--- config.mk ---
export PLATFORM = sky130hd
export DESIGN_NAME = dbus_bridge
export DESIGN_NICKNAME = d
export VERILOG_FILES = /design/src/rtl/dbus_bridge_pkg.sv /design/src/rtl/dbus_timeout.sv /design/src/rtl/dbus_bridge.sv
export SDC_FILE = /design/constraint.sdc
export NUM_CORES = 1
export LEC_CHECK = 0
export BUFFER_PORTS_ARGS = -buffer_cell sky130_fd_sc_hd__buf_2
export CELL_PAD_IN_SITES_DETAIL_PLACEMENT = 1
export CELL_PAD_IN_SITES_GLOBAL_PLACEMENT = 2
export CORE_ASPECT_RATIO = 1.25
export CORE_MARGIN = 10
export CORE_UTILIZATION = 27
export CTS_BUF_LIST = sky130_fd_sc_hd__clkbuf_16
export CTS_CLUSTER_SIZE = 8
export DETAILED_ROUTE_END_ITERATION = 10
export GPL_ROUTABILITY_DRIVEN = 0
export PLACE_DENSITY = 0.74
export RECOVER_POWER = 100
export SLEW_MARGIN = 20
export SYNTH_ARGS = -nofsm -noshare
export SYNTH_HDL_FRONTEND = slang
export SYNTH_SLANG_ARGS = --single-unit
export TNS_END_PERCENT = 100
--- constraint.sdc ---
create_clock -name clk -period 2.2 [get_ports clk]
set_input_delay 0.44 -clock clk [delete_from_list [all_inputs] [get_ports clk]]
set_output_delay 0.44 -clock clk [all_outputs]
set_load 0.1 [all_outputs]
--- src/rtl/dbus_bridge_pkg.sv ---
// Shared definitions for the data-bus bridge: FSM encodings, common constants,
// and the width helper for the optional response watchdog.
package dbus_bridge_pkg;

  localparam int InstBusW = 32;
  localparam logic [InstBusW-1:0] ZeroWord = '0;
  localparam logic Enable  = 1'b1;
  localparam logic Disable = 1'b0;

  typedef enum logic [1:0] {
    DBUS_IDLE = 2'd0,
    DBUS_REQ  = 2'd1,
    DBUS_RESP = 2'd2,
    DBUS_DONE = 2'd3
  } dbus_state_t;

  // Watchdog counter width: enough to reach the limit, clamped to 8..16 bits.
  function automatic int tmo_width(input int cyc);
    int w;
    w = $clog2(cyc + 1);
    if (w < 8) w = 8;
    if (w > 16) w = 16;
    return w;
  endfunction

endpackage

--- src/rtl/dbus_timeout.sv ---
// Response watchdog for dbus_bridge; only built with DBUS_BRIDGE_TIMEOUT_EN.
// hit is high in the TIMEOUT_CYC-th counted cycle since the last clear.
`ifdef DBUS_BRIDGE_TIMEOUT_EN
module dbus_timeout
  import dbus_bridge_pkg::*;
#(
  parameter int TIMEOUT_CYC = 255
) (
  input  logic clk,
  input  logic rstn,
  input  logic clear,
  input  logic count_en,
  output logic hit
);

  localparam int CntW = tmo_width(TIMEOUT_CYC);

  logic [CntW-1:0] cnt;

  always_ff @(posedge clk or negedge rstn) begin
    if (!rstn) begin
      cnt <= '0;
    end else if (clear) begin
      cnt <= '0;
    end else if (count_en) begin
      cnt <= cnt + 1'b1;
    end
  end

  assign hit = count_en && (cnt == CntW'(TIMEOUT_CYC - 1));

endmodule
`endif

--- src/rtl/dbus_bridge.sv ---
// Converts the flat load/store request into a valid/ready request + response
// channel, stalling the pipeline until completion. Watchdog: DBUS_BRIDGE_TIMEOUT_EN.
module dbus_bridge
  import dbus_bridge_pkg::*;
#(
  parameter int ADDR_W      = 32,
  parameter int DATA_W      = InstBusW,
  parameter int TIMEOUT_CYC = 255
) (
  input  logic              clk,
  input  logic              rstn,
  input  logic [ADDR_W-1:0] addr,
  input  logic [DATA_W-1:0] w_data,
  input  logic [3:0]        wen,
  input  logic              ren,
  output logic [DATA_W-1:0] r_data,
  output logic              stall,
  output logic              err,
  output logic              req_valid,
  input  logic              req_ready,
  output logic [ADDR_W-1:0] req_addr,
  output logic [DATA_W-1:0] req_wdata,
  output logic [3:0]        req_wstrb,
  output logic              req_we,
  input  logic              resp_valid,
  output logic              resp_ready,
  input  logic [DATA_W-1:0] resp_rdata,
  input  logic              resp_err,
  output logic [1:0]        dbg_state
);

  // Handshakes: a request transfers on a cycle with req_valid && req_ready,
  // a response on resp_valid && resp_ready; each side holds its payload
  // stable until that cycle, and neither side waits on the other's flag.

  dbus_state_t state, state_nxt;

  logic       active;
  logic       req_hs;
  logic       resp_hs;
  logic       tmo_hit;
  logic       tmo_fire;
  logic [1:0] unused_addr_lsb;

  assign active          = ren | (|wen);
  assign req_hs          = (state == DBUS_REQ) && req_ready;
  assign resp_hs         = (state == DBUS_RESP) && resp_valid;
  assign tmo_fire        = tmo_hit && !req_hs && !resp_hs;
  assign unused_addr_lsb = addr[1:0];
  assign dbg_state       = state;

`ifdef DBUS_BRIDGE_TIMEOUT_EN
  dbus_timeout #(
    .TIMEOUT_CYC(TIMEOUT_CYC)
  ) u_timeout (
    .clk      (clk),
    .rstn     (rstn),
    .clear    ((state == DBUS_IDLE) && active),
    .count_en ((state == DBUS_REQ) || (state == DBUS_RESP)),
    .hit      (tmo_hit)
  );
`else
  localparam int unused_tmo_cyc = TIMEOUT_CYC;
  assign tmo_hit = Disable;
`endif

  always_comb begin
    state_nxt  = state;
    stall      = Disable;
    req_valid  = Disable;
    resp_ready = Disable;
    case (state)
      DBUS_IDLE: begin
        // Gated by rstn so every output reads 0 while reset is held.
        stall = active & rstn;
        if (active) state_nxt = DBUS_REQ;
      end
      DBUS_REQ: begin
        req_valid = Enable;
        stall     = Enable;
        if (req_ready)     state_nxt = DBUS_RESP;
        else if (tmo_fire) state_nxt = DBUS_DONE;
      end
      DBUS_RESP: begin
        resp_ready = Enable;
        stall      = Enable;
        if (resp_valid || tmo_fire) state_nxt = DBUS_DONE;
      end
      // The request still on the inputs here is the retiring one; never reissue.
      DBUS_DONE: state_nxt = DBUS_IDLE;
      default:   state_nxt = DBUS_IDLE;
    endcase
  end

  always_ff @(posedge clk or negedge rstn) begin
    if (!rstn) begin
      state     <= DBUS_IDLE;
      req_addr  <= '0;
      req_wdata <= '0;
      req_wstrb <= '0;
      req_we    <= Disable;
      r_data    <= ZeroWord;
      err       <= Disable;
    end else begin
      state <= state_nxt;
      err   <= Disable;
      if ((state == DBUS_IDLE) && active) begin
        // A write wins over a simultaneous read; the strobes carry the kind.
        req_addr  <= {addr[ADDR_W-1:2], 2'b00};
        req_wdata <= w_data;
        req_wstrb <= wen;
        req_we    <= |wen;
      end
      if (resp_hs) begin
        if (resp_err) err <= Enable;
        if (!req_we)  r_data <= resp_err ? ZeroWord : resp_rdata;
      end else if (tmo_fire) begin
        err <= Enable;
        if (!req_we) r_data <= ZeroWord;
      end
    end
  end

endmodule

After elaboration in Yosys (flattened, before gate mapping) --
Index checks and enable logic that the tools add are counted.
Storage, ports and cells: register bits 102, word-level logic and storage cells 33
Cells by class: equal/unequal tests 6, muxes and demuxes 10, bitwise operators 3, reductions and logical operators 7
Operators by type and width (number):
- $mux W32 | 1
- $pmux W2 S4 | 1
- $mux W2 | 3
- $ne A2 B2 Y1 const B | 3
- $eq A2 B2 Y1 const B | 2
- $mux W1 | 4
- $reduce_or A4 Y1 | 1
- $reduce_and A3 Y1 | 1
- $eq A2 B1 Y1 const B | 1
- $logic_and A1 B1 Y1 | 2
- $logic_not A2 Y1 | 1
- $pmux W1 S2 | 1
- $reduce_and A2 Y1 | 1
- $reduce_or A2 Y1 | 1
- $and A1 B1 Y1 | 1
- $not A1 Y1 | 1
- $or A1 B1 Y1 | 1

Longest topological paths before layout --
word-level depth 4, gate-level depth with buffers 7, mapped depth without buffers 5

Worst setup path after synthesis --
Ideal clock, no wire load.
kind flip-flop to output port, from reg state[0] (netlist: dbg_state[0]), to out stall, arrival 3100 ps, required time 1760 ps, setup slack -1340 ps, cell stages (with the launch flop) 6, path buffers 1, cells stage by stage dfrtp_1 inv_1 ha_1 clkbuf_1 o211ai_1 a21oi_1
On the way: cells in the longest elaborated chain, start to end 3, elaborated cells on any way between the ends 5
RTL lines:
- from (decl) | RTL line dbus_bridge.sv:36 | dbus_state_t state, state_nxt;
- from (signal assigned) | RTL line dbus_bridge.sv:105 | state <= state_nxt;
- $eq A2 B1 Y1 / $eq A2 B2 Y1 (equally long branches) | RTL line dbus_bridge.sv:72 | case (state)
- $reduce_or A2 Y1 (no source line)
- $pmux W1 S2 * | RTL line dbus_bridge.sv:72
- to (decl) | RTL line dbus_bridge.sv:17 | output logic stall,
Mark *: on every way between the ends. The rest lies on a longest branch, timed or not.

Final worst setup path --
from in wen[1], to out stall
On the way: cells in the longest elaborated chain, start to end 4
RTL lines:
- from (decl) | RTL line dbus_bridge.sv:14 | input logic [3:0] wen,
- $reduce_or A4 Y1 | RTL line dbus_bridge.sv:45 | assign active = ren | (|wen);
- $or A1 B1 Y1 | RTL line dbus_bridge.sv:45
- $and A1 B1 Y1 | RTL line dbus_bridge.sv:75 | stall = active & rstn;
- $pmux W1 S2 | RTL line dbus_bridge.sv:72
Every way passes these cells.

==> results by stage <==
Clock network:
- The clock tree from TritonCTS is done.
- The clock-pin slew on the worst setup and hold paths is 0.08 ns.
- The clock root buffer is sky130_fd_sc_hd__clkbuf_16.
- The tree built by TritonCTS fans out to roughly 100 sinks.
- The number of levels in the clock H-tree is 3.
- The number of clock buffers added by TritonCTS is 9.
- Buffers inserted to repair hold after CTS numbered 0.
- Counting along the longest clock path gives a buffer depth of 2.
- In this run the post-CTS setup repair buffer count came out at 0.
- The clock insertion delay at the later pin of the skew report is around 0.35 ns.
- The total of cells resized after clock tree synthesis is 1.

GRT:
- The global routing stage identified its most utilized layer as met2.
- Global routing consumed, on the met1 layer, 13.7% of the routing resources.
- The via count of the first global-routing pass is roughly 3300.
- Global routing used a little under an eighth of the available tracks across all layers.
- The remaining global-route overflow is 0.
- The wire length of the first global-routing pass is about 18000 microns.
- For this run, global-route usage on met3 was measured as under 10%.
- The maximum number of pins on one net before global-route repair is a little over 100.
- The number of antenna violations at the first check in global routing is 5.
- In the global route stage, met2 resource usage came out at 17.0%.

Floorplan:
- The width of the die is roughly 130 microns.
- The floorplan die area is between 20000 and 25000 sq um.
- The top-level I/O count is about 210.
- Row generation in the floorplan step produced 50 rows.
- The initial utilization of the core area, before any placement, comes to between 20% and 30%.
- In this run the vertical extent of the chip is 158 microns.
- The region available for standard cell placement spans between 10000 and 15000 sq um.

Outcome:
- The run finished with clean final reports.

Route:
- The final routed wire length divided by cell count is about 18 microns.
- Wires add up to approximately 12000 microns.
- The detailed router placed 3103 vias in this run.
- In the routed design, unresolved DRC markers number 0.
- The remaining antenna violation count after routing is 0.
- In the routed layout, each cell is associated on average with a via count of roughly 4.4.
- The pre-antenna-repair detailed-routing pass consisted of 4 iterations.
- In this run, the number of DRC markers left after iteration 0 of detailed routing was 77.

Timing:
- The max-slew violation count is 0.
- The transition time at the pin with the least slew margin is ~1.4 ns.
- The final number of setup-violating endpoints is 0.
- The final hold violation count is 0.
- On the final layout, the worst clock skew is roughly 0.01 ns.
- The remaining max-slew budget at the tightest pin is under 10%.
- The maximum clock rate is 485 MHz.
- Setup repair after global routing left no endpoint under its margin.
- The part of the cycle the worst path needs is a little over nine tenths.
- The time the final worst path needs with I/O delays and setup is 2.06 ns.

Worst setup path:
- The worst setup path is captured at a primary output.
- The worst setup path is launched from an input pin.
- For the worst setup path, the data required time is between 1.5 and 2 ns.
- In this run the worst path has a maximum fanout of 2.
- Data arrives at the worst endpoint at between 1.5 and 2 ns.
- The worst setup path is of the input pin to primary output kind.

Placement:
- The instance area after placement is 5360 sq um.
- The number of buffers added on ports is around 210.
- The sum of net half-perimeters after detailed placement is a little under 10000 microns.

Yosys:
- The cell area after synthesis is roughly 4100 sq um.
- The cell count after synthesis is about 300.
- The dominant combinational cell family by area after synthesis is multiplexers.
- The netlist uses 24 different library cells.
- The adder and majority cell fraction of the synthesized area is 1.52%.
- The total number of yosys warnings is 0.
- In this run the mean area of a mapped cell was ~13 sq um.
- The sequential fraction of the synthesis area is between 60% and 70%.
- The mux contribution to synthesized area is 17.5%.
- The post-synthesis register bit count is slightly above 100.
- The post-synthesis compound-gate area fraction is under 10%.
- The simple-gate share of the synthesized area is 8.88%.
- The synthesized netlist devotes 0% of its cell area to XOR and XNOR gates.

Cells and area:
- For this run, the post-layout net count is 626.
- The cell area after layout is roughly 5600 sq um.
- The layout has 1705 filler cells.
- The signed area change from the synthesized netlist to the final layout is 35.9%.
- The share of final-layout standard cells stronger than drive strength 1 is 50.0%.

Run:
- Across the run, the number of max-cap violations was 0.

Min path:
- The min-delay analysis places its worst path in the category input pin to register.
-- synth_stat cells (all sizes together) --
cell type  instances  area share (%)
dfrtp            102              62
mux2              62              17
nand2b            34             5.2
nand2             33             3.0
o21ai             33             4.3
clkbuf            10            0.91
buf                9             2.8
a22o               5             1.1
ha                 5             1.5
inv                4            0.36
mux2i              2            0.49
a21oi              1            0.12
and3               1            0.15
conb               1           0.091
nand3b             1            0.18
nor2               1           0.091
o211ai             1            0.18
o221a              1            0.27
or4                1            0.27
-- critical path, stage by stage --
cell                       delay [ns]
sky130_fd_sc_hd__buf_2           0.11
sky130_fd_sc_hd__or4_4           0.53
sky130_fd_sc_hd__o211ai_1        0.27
sky130_fd_sc_hd__a21oi_4         0.08
sky130_fd_sc_hd__buf_6           0.19
-- stage by stage --
step | TNS, ns | std cells | worst slack, ns | utilization, % | hold WS [ns]
after detailed placement | -0.0127 | 686 | -0.00803 | 35.9 | 0.466
after global routing | 0 | 702 | 0.0271 | 37.4 | 0.283
final | 0 | 704 | 0.137 | 37.4 | 0.298
after global placement | 0 | 686 | 0.0171 | 35.9 | 0.458
after CTS | 0 | 702 | 0.0480 | 37.7 | 0.192
after floorplan | 0 | 308 | 0.00895 | - | 0.144
-- area by class of cell --
cell class | instances | area (sq um) | share of cell area [%]
flip-flops and latches | 102 | 2560 | 45.8
repair buffers | 215 | 1110 | 19.9
inverters | 4 | 17.5 | 0.313
diodes | 2 | 5.00 | 0.0895
well taps | 182 | 228 | 4.07
clock buffers | 9 | 225 | 4.03
multi-input cells | 183 | 1400 | 25.0
clock inverters | 7 | 47.5 | 0.850
-- path summary, 6_finish.rpt --
kind / slack (ns) / cells past startpoint / start / end
worst max-delay path: 0.14 / 5 / wen[1] / stall
worst min-delay path: 0.30 / 2 / w_data[11] / req_wdata[11]$_DFFE_PN0P_
worst max register to register: 0.15 / 6 / dbg_state[1]$_DFFE_PN0P_ / req_wdata[7]$_DFFE_PN0P_
worst min register to register: 0.48 / 2 / r_data[15]$_DFFE_PN0P_ / r_data[15]$_DFFE_PN0P_
max in group asynchronous: 0.60 / 2 / rstn / dbg_state[0]$_DFFE_PN0P_
min in group asynchronous: 0.58 / 2 / rstn / err$_DFF_PN0_
-- cells in the final DEF (no fill, tap or decap), drive strengths merged, types with 2 or more instances in the layout --
cell        n
a22o        5
buf       107
clkbuf    117
clkinvlp    3
conb        2
dfrtp     102
diode       2
ha          5
inv         7
mux2       62
mux2i       2
nand2      33
nand2b     34
o21ai      33
-- per-layer routing --
layer | up-vias | part of all wire [%]
met1 | 1468 | 41
met4 | 4 | 1.0
met5 | - | 0.22
li1 | 1456 | -
met2 | 159 | 43
met3 | 16 | 14
-- state kept, by name, summed over array words and instances, names as in the netlist --
name and flops:
err 1, req_wstrb 4, req_we 1, dbg_state 2
req_addr 30, req_wdata 32, r_data 32
-- cell families after synthesis --
logic type | after synthesis
mux | 64
other cells | 1
fa+ha+maj | 5
compound gates | 41
flops | 102
buf+inv | 23
simple gates | 71
Power is left out: the tool's default activity adds up to more than one toggle a clock period on the data nets, which glitch-free logic cannot reach.
